$ cat src/rtl/cim_ibuf.sv
// Input buffer for the crossbar controller: packs word-serial activations into vectors,
// queues them in a small FIFO and offers the head vector via start/busy. Optional: CIM_IBUF_LAST_EN.
module cim_ibuf #(
    parameter int unsigned datatype_size = 8,
    parameter int unsigned input_size    = 5,
    parameter int unsigned fifo_length   = 4
) (
    input  logic                             clk,
    input  logic                             rst,
    input  logic                             i_valid,
    output logic                             o_ready,
    input  logic [datatype_size-1:0]         i_data,
`ifdef CIM_IBUF_LAST_EN
    input  logic                             i_last,
`endif
    output logic                             o_start,
    input  logic                             i_busy,
    output logic [datatype_size-1:0]         o_data [input_size-1:0],
    output logic [$clog2(fifo_length+1)-1:0] o_count,
    output logic                             o_full,
    output logic                             o_empty
);

    localparam int unsigned CW = $clog2(fifo_length + 1);
    localparam int unsigned PW = (fifo_length > 1) ? $clog2(fifo_length) : 1;
    localparam int unsigned IW = (input_size > 1) ? $clog2(input_size) : 1;

    typedef logic [input_size-1:0][datatype_size-1:0] vec_t;
    typedef enum logic [1:0] {S_IDLE, S_OFFER, S_WAIT} state_t;

    state_t        state_q, state_d;
    vec_t          asm_q, asm_d;
    vec_t          push_vec;
    vec_t          mem_q [fifo_length];
    vec_t          data_q, data_d;
    logic [IW-1:0] wr_idx_q, wr_idx_d;
    logic [PW-1:0] wp_q, wp_d;
    logic [PW-1:0] rp_q, rp_d;
    logic [CW-1:0] count_q, count_d;
    logic          accept;
    logic          last_word;
    logic          push;
    logic          pop;

    assign o_full  = (count_q == CW'(fifo_length));
    assign o_empty = (count_q == '0);
    assign o_count = count_q;
    assign o_ready = !o_full && !rst;
    assign o_start = (state_q == S_OFFER);

    always_comb begin
        for (int unsigned i = 0; i < input_size; i++) begin
            o_data[i] = data_q[i];
        end
    end

    // Write side: the completing word is merged into the vector that gets pushed.
    always_comb begin
        accept    = i_valid && o_ready;
        last_word = (wr_idx_q == IW'(input_size - 1));
`ifdef CIM_IBUF_LAST_EN
        last_word = last_word || i_last;
`endif
        push  = accept && last_word;
        asm_d = asm_q;
        if (accept) begin
            asm_d[wr_idx_q] = i_data;
        end
        push_vec = asm_d;
`ifdef CIM_IBUF_LAST_EN
        for (int unsigned i = 0; i < input_size; i++) begin
            if (i > 32'(wr_idx_q)) begin
                push_vec[i] = '0;
            end
        end
`endif
        wr_idx_d = wr_idx_q;
        if (accept) begin
            wr_idx_d = push ? '0 : wr_idx_q + IW'(1);
        end
    end

    // Read-side handshake with the controller.
    always_comb begin
        state_d = state_q;
        pop     = 1'b0;
        case (state_q)
            S_IDLE: begin
                if (!o_empty && !i_busy) begin
                    state_d = S_OFFER;
                end
            end
            S_OFFER: begin
                if (i_busy) begin
                    state_d = S_WAIT;
                    pop     = 1'b1;
                end
            end
            S_WAIT: begin
                if (!i_busy) begin
                    state_d = S_IDLE;
                end
            end
            default: state_d = S_IDLE;
        endcase
    end

    always_comb begin
        wp_d    = wp_q;
        rp_d    = rp_q;
        count_d = count_q;
        if (push) begin
            wp_d = (wp_q == PW'(fifo_length - 1)) ? '0 : wp_q + PW'(1);
        end
        if (pop) begin
            rp_d = (rp_q == PW'(fifo_length - 1)) ? '0 : rp_q + PW'(1);
        end
        if (push && !pop) begin
            count_d = count_q + CW'(1);
        end else if (pop && !push) begin
            count_d = count_q - CW'(1);
        end
        // Head vector is frozen while it is being offered.
        data_d = (state_q == S_OFFER) ? data_q : mem_q[rp_q];
    end

    always_ff @(posedge clk) begin
        if (rst) begin
            state_q  <= S_IDLE;
            asm_q    <= '0;
            wr_idx_q <= '0;
            wp_q     <= '0;
            rp_q     <= '0;
            count_q  <= '0;
            data_q   <= '0;
        end else begin
            state_q  <= state_d;
            asm_q    <= asm_d;
            wr_idx_q <= wr_idx_d;
            wp_q     <= wp_d;
            rp_q     <= rp_d;
            count_q  <= count_d;
            data_q   <= data_d;
        end
    end

    always_ff @(posedge clk) begin
        if (rst) begin
            for (int unsigned i = 0; i < fifo_length; i++) begin
                mem_q[i] <= '0;
            end
        end else if (push) begin
            mem_q[wp_q] <= push_vec;
        end
    end

endmodule

$ cat config.mk
export PLATFORM = sky130hd
export DESIGN_NAME = cim_ibuf
export DESIGN_NICKNAME = d
export VERILOG_FILES = /design/src/rtl/cim_ibuf.sv
export SDC_FILE = /design/constraint.sdc
export NUM_CORES = 1
export LEC_CHECK = 0
export CAP_MARGIN = 20
export CORE_MARGIN = 5
export CORE_UTILIZATION = 49
export DETAILED_ROUTE_END_ITERATION = 10
export GPL_ROUTABILITY_DRIVEN = 0
export PLACE_DENSITY = 0.7
export SLEW_MARGIN = 10
export SYNTH_ARGS = -nofsm -noshare
export SYNTH_HDL_FRONTEND = slang
export SYNTH_SLANG_ARGS = --single-unit
$ cat constraint.sdc
create_clock -name clk -period 5.1 [get_ports clk]
set_clock_uncertainty 0.2 [all_clocks]
set_input_delay 0.765 -clock clk [delete_from_list [all_inputs] [get_ports clk]]
set_output_delay 0.765 -clock clk [all_outputs]
set_load 0.02 [all_outputs]
Yosys cells after proc, flatten, opt, wreduce, memory -nomap -nowiden
Memories as Yosys holds them, arrays and structs flattened. A register that Yosys moved wholly into a read port is not among the register bits.
Index checks and enable logic that the tools add are counted.
Word-level totals
  memories kept: 1
  output and inout port bits: 47
  input bits: 12
  memory bits (writable): 160
  bits in latches: 0
  word-level logic and storage cells: 69
  memory bits (read-only): 0
  register bits after elaboration: 52
Operators by class
  bitwise gates (word level): 0
  magnitude comparators: 2
  shift operators: 0
  multipliers: 0
  divide/modulo/power cells: 0
  add/subtract/negate cells: 5
  eq/ne operators: 9
  reduce and logical (&&, ||, !) cells: 19
  mux-type cells: 23
Memory list
  mem_q: words 4, width 40, rd ports 1, clocked after Yosys merged registers in 1, write ports 4, line 34  | vec_t mem_q [fifo_length];
Operators by type and width (number)
  $mux W40: 2
  $bwmux W40: 1
  $reduce_or A40 Y1: 1
  $demux W8 S3: 1
  $mux W2: 6
  $mux W3: 3
  $mux W1: 8
  $mux W8: 1
  $logic_and A1 B1 Y1: 7
  $logic_not A1 Y1: 7
  $add A3 B1 Y3 const B: 2
  $eq A2 B2 Y1 const B: 3
  $eq A3 B3 Y1 const B: 2
  $pmux W2 S3: 1
  $add A2 B1 Y2 const B: 2
  $lt A3 B4 Y1 const B: 1
  $ne A2 B2 Y1 const B: 2
  $ge A3 B1 Y1 const B: 1
  $logic_not A3 Y1: 1
  $reduce_and A3 Y1: 1
  $sub A3 B1 Y3 const B: 1
  $eq A2 B1 Y1 const B: 1
  $logic_not A2 Y1: 1
  $ne A2 B1 Y1 const B: 1
  $reduce_bool A2 Y1: 1

Depth between registers and ports, before layout
  depth after elaboration: 10
  depth in mapped cells: 15
  depth with buffers taken out: 11

Worst setup path after synthesis
No wires, ideal clock.
  path kind: reg2reg
  start point: register wr_idx_q[1]
  end point: memory mem_q[3][0] (netlist bit), enable pin
  setup slack: -167 ps
  data required time: 4407 ps
  arrival time: 4574 ps
  cell stages (with the launch flop): 10
  setup time: 493 ps
  path buffers: 4
  clock period less this slack: 5267 ps
  path through: dfxtp_1 -> buf_2 -> inv_2 -> clkbuf_1 -> ha_1 -> and4b_1 -> buf_2 -> nand2_1 -> buf_2 -> o21ai_0
RTL lines
  start: declaration: line 36  | logic [IW-1:0] wr_idx_q, wr_idx_d;
  start signal: assignment: line 139  | wr_idx_q <= wr_idx_d;
  end: declaration: line 34

Final worst setup path
  start point: register count_q[0] (netlist: o_count[0])
  end point: output o_full
Between the ends
  word-level cells in the longest chain between the ends: 1
RTL lines
  start: declaration: line 39  | logic [CW-1:0] count_q, count_d;
  start signal: assignment: line 142  | count_q <= count_d;
  $eq A3 B3 Y1: line 45  | assign o_full = (count_q == CW'(fifo_length));
  end: declaration: line 20  | output logic o_full,
No other way between the ends.

==> results.yml <==
status:
  outcome: "completed"
route:
  via_per_inst: 6.036
  routed-via-count: 7122
  first_pass_iters: 5
  drtAntennaViolNets: 0
  routed_wl_mm: 25.85
  drc: 0
  wl_per_cell_um: 21.91
  drtIter0Drc: 666
global_routing:
  grt-ovfl-total: 0
  grt_first_pass_wirelength_mm: 41.08
  first_global_vias: 7122
  antenna_found_initial: 0
  grtUsageTotal: 0.2009
  grt_max_degree: 54
final_layout:
  syn2layout_area_growth_pct: 14.74
  stdcell_area_um2: 12540
  mostFrequentLayoutCells: "215 x a21oi_1, 160 x edfxtp_1, 90 x dfxtp_1"
  nets: 896
  final_cell_count_no_fill: 1180
  fin_util: 0.5727
  drive_above_1_share: 0.1689
  diodes: 0
  layout_commonest_cell: "a21oi_1"
worst_setup_path:
  crit_family: "buffers and inverters"
  crit_type: "register to output pin"
  path_cells: "or3b_1, inv_4, buf_4, clkdlybuf4s50_1"
  path_max_fanout: 47
  worstReg2RegStart: "wr_idx_q[1]"
  slowest_stage: "buf_4"
  r2r-end: "o_count[2]"
  rrSetupSlack_ns: 1.76
  slowest_delay_ns: 0.78
  end_kind: "output pin"
  start_kind: "register"
  cp.arrival_ns: 3.05
  rr_worst_depth: 11
  cp.required_ns: 4.14
  crit_buf_inv: 3
timing:
  fin_crit_sh: 0.7877
  max_slew.worst_pin.slew_ns: 1.091
  slew_viol_final: 0
  fmaxAchievable_ghz: 0.2489
  hold_viol_final: 0
  setup-tns-final_ns: 0
  fin_crit_ns: 4.017
  slew_headroom: 0.2724
  rsz0062_at_grt: "no"
  finalSetupViolations: 0
job:
  cap_violations: 0
clock_tree:
  cts_tree: "built"
  cts_buffers: 28
  cts-resized-gates: 0
  clockBufferDepth: 3
  clock_latency_ns: 0.53
  cts_setup_buffers: 0
  cts.clk_slew.worst_paths_ns: 0.05
  clock-sinks: 252
  holdBufCountCts: 0
  root_buffer: "clkbuf_16"
  htreeDepth: 1
synth:
  syn_nets: 861
  synth_area_per_cell_um2: 12.96
  synth_cell_type_count: 50
  yosysWarnings: 0
  synth_ff_type: "edfxtp_1"
  synth_edf_count: 160
  netlist_area_um2: 10930
  synth-seq-cells: 252
  netlist_instances: 843
  seq_area_frac_synth: 0.6083
  ys_async_sr_fraction: 0
placed_design:
  dp_hpwl_mm: 15.42
  dp_cells: 1128
  placed_area_um2: 11630
  portBuffers: 58
floorplanning:
  ioPinCount: 59
  die_h_um: 159.3
  die_area_um2: 25390
  initial_core_util: 0.4991
  num_rows: 54
  coreArea_um2: 21890
  fp.dieW_um: 159.3
power_and_ir_drop:
  power.density_nw_per_um2: 353.6
  p_leak_nw: 4.109
  peakVddDrop_v: 0.0002793
  power_mw: 4.433
hold_path:
  min_to: "o_data[1]"
  holdPathStages: 2
  min_path_type: "register to register"
  min-delay-start: "o_data[1]"
[kinds of logic (layout without fill, tap and decap cells)]
group | count (synthesis) | count (layout) | share of synthesized area
compound gates | 271 | 271 | 0.1692
xor+xnor | 3 | 3 | 0.002405
fa+ha+maj | 6 | 6 | 0.007558
buf+inv | 82 | 139 | 0.04077
flops | 252 | 252 | 0.6083
mux | 41 | 41 | 0.08336
simple gates | 188 | 188 | 0.08840
[through the flow]
| stage | setup slack (ns) | hold slack, ns |
|---|---|---|
| 2_1_floorplan | 0.9171 | 0.2462 |
| 3_3_place_gp | 1.350 | 0.2386 |
| 3_5_place_dp | 1.263 | 0.2442 |
| 4_1_cts | 1.074 | 0.2520 |
| 5_1_grt | 0.9870 | 0.2684 |
| 6_report | 1.083 | 0.2487 |
[synth_stat cells (3+ instances only)]
library cell / count / area, µm²
inv_1: 5 / 18.77
o31ai_4: 22 / 468.0
buf_2: 20 / 100.1
o21ai_0: 5 / 25.02
nand3_1: 5 / 25.02
ha_1: 5 / 62.56
a21oi_2: 5 / 43.79
nor2b_1: 4 / 25.02
mux4_2: 40 / 900.9
o311ai_0: 5 / 43.79
o31ai_2: 10 / 125.1
a21oi_1: 215 / 1076
and3_1: 21 / 131.4
dfxtp_1: 92 / 1842
buf_6: 7 / 78.83
nand2_1: 92 / 345.3
buf_1: 11 / 41.29
buf_12: 3 / 60.06
nand4_1: 40 / 250.2
o31ai_1: 3 / 22.52
nor2_1: 5 / 18.77
clkbuf_1: 30 / 112.6
xor2_1: 3 / 26.28
edfxtp_1: 160 / 4805
nand2b_1: 3 / 18.77
nor3_1: 3 / 15.01
[area by class of cell]
| class | count | area (µm²) |
|---|---|---|
| timing repair buffer | 79 | 735.7 |
| sequential | 252 | 6649 |
| tap | 280 | 350.3 |
| multi-input combinational | 509 | 3860 |
| inverter | 8 | 32.53 |
| clock buffer | 45 | 825.8 |
| clock inverter | 7 | 83.83 |
| fill | 1800 | 9354 |
[sequential cells by signal (all words and copies together), names as in the netlist]
signal and cells:
mem_q 160, wp_q 2, o_count 3, state_q 2, asm_q 40, o_data 40, rp_q 2, wr_idx_q 3
[power breakdown]
| group | switching, mW | internal, mW | leakage [nW] |
|---|---|---|---|
| clock | 0.769 | 1.20 | 0.446 |
| combinational | 0.142 | 0.0698 | 1.26 |
| sequential | 0.0246 | 2.22 | 2.40 |
| total | 0.936 | 3.50 | 4.11 |
[routing by layer]
layer / wire length [µm] / up-vias / GRT usage / part of all wire
met4: 429 / 0 / 0.04304 / 0.017
li1: - / 3317 / - / -
met3: 2001 / 39 / 0.03987 / 0.077
met5: 0 / - / 0 / 0
met2: 12760 / 296 / 0.3375 / 0.49
met1: 10660 / 3470 / 0.2736 / 0.41
[how the worst max path moves through the flow]
stage                            from           to  slack (ns)  depth (start not counted)
after global placement        i_valid   o_count[2]        1.35                         10
after detailed placement      i_valid   o_count[2]        1.26                         10
after CTS                  o_count[0]       o_full        1.07                          4
after global routing       o_count[0]       o_full        0.99                          4
after floorplan           wr_idx_q[1]  mem_q[3][0]        0.92                          9
final                      o_count[0]       o_full        1.08                          4
[worst register-to-register path: stages (launching register included)]
cell and delay (ns):
dfxtp_1 0.31, inv_2 0.30, ha_1 0.27, and4b_1 0.38
nand2_1 0.11, inv_1 0.37, ha_1 0.26, inv_1 0.06
fa_1 0.37, xor2_1 0.17, or3_1 0.31, a21oi_1 0.14
Power figures use the tool's default switching activity.
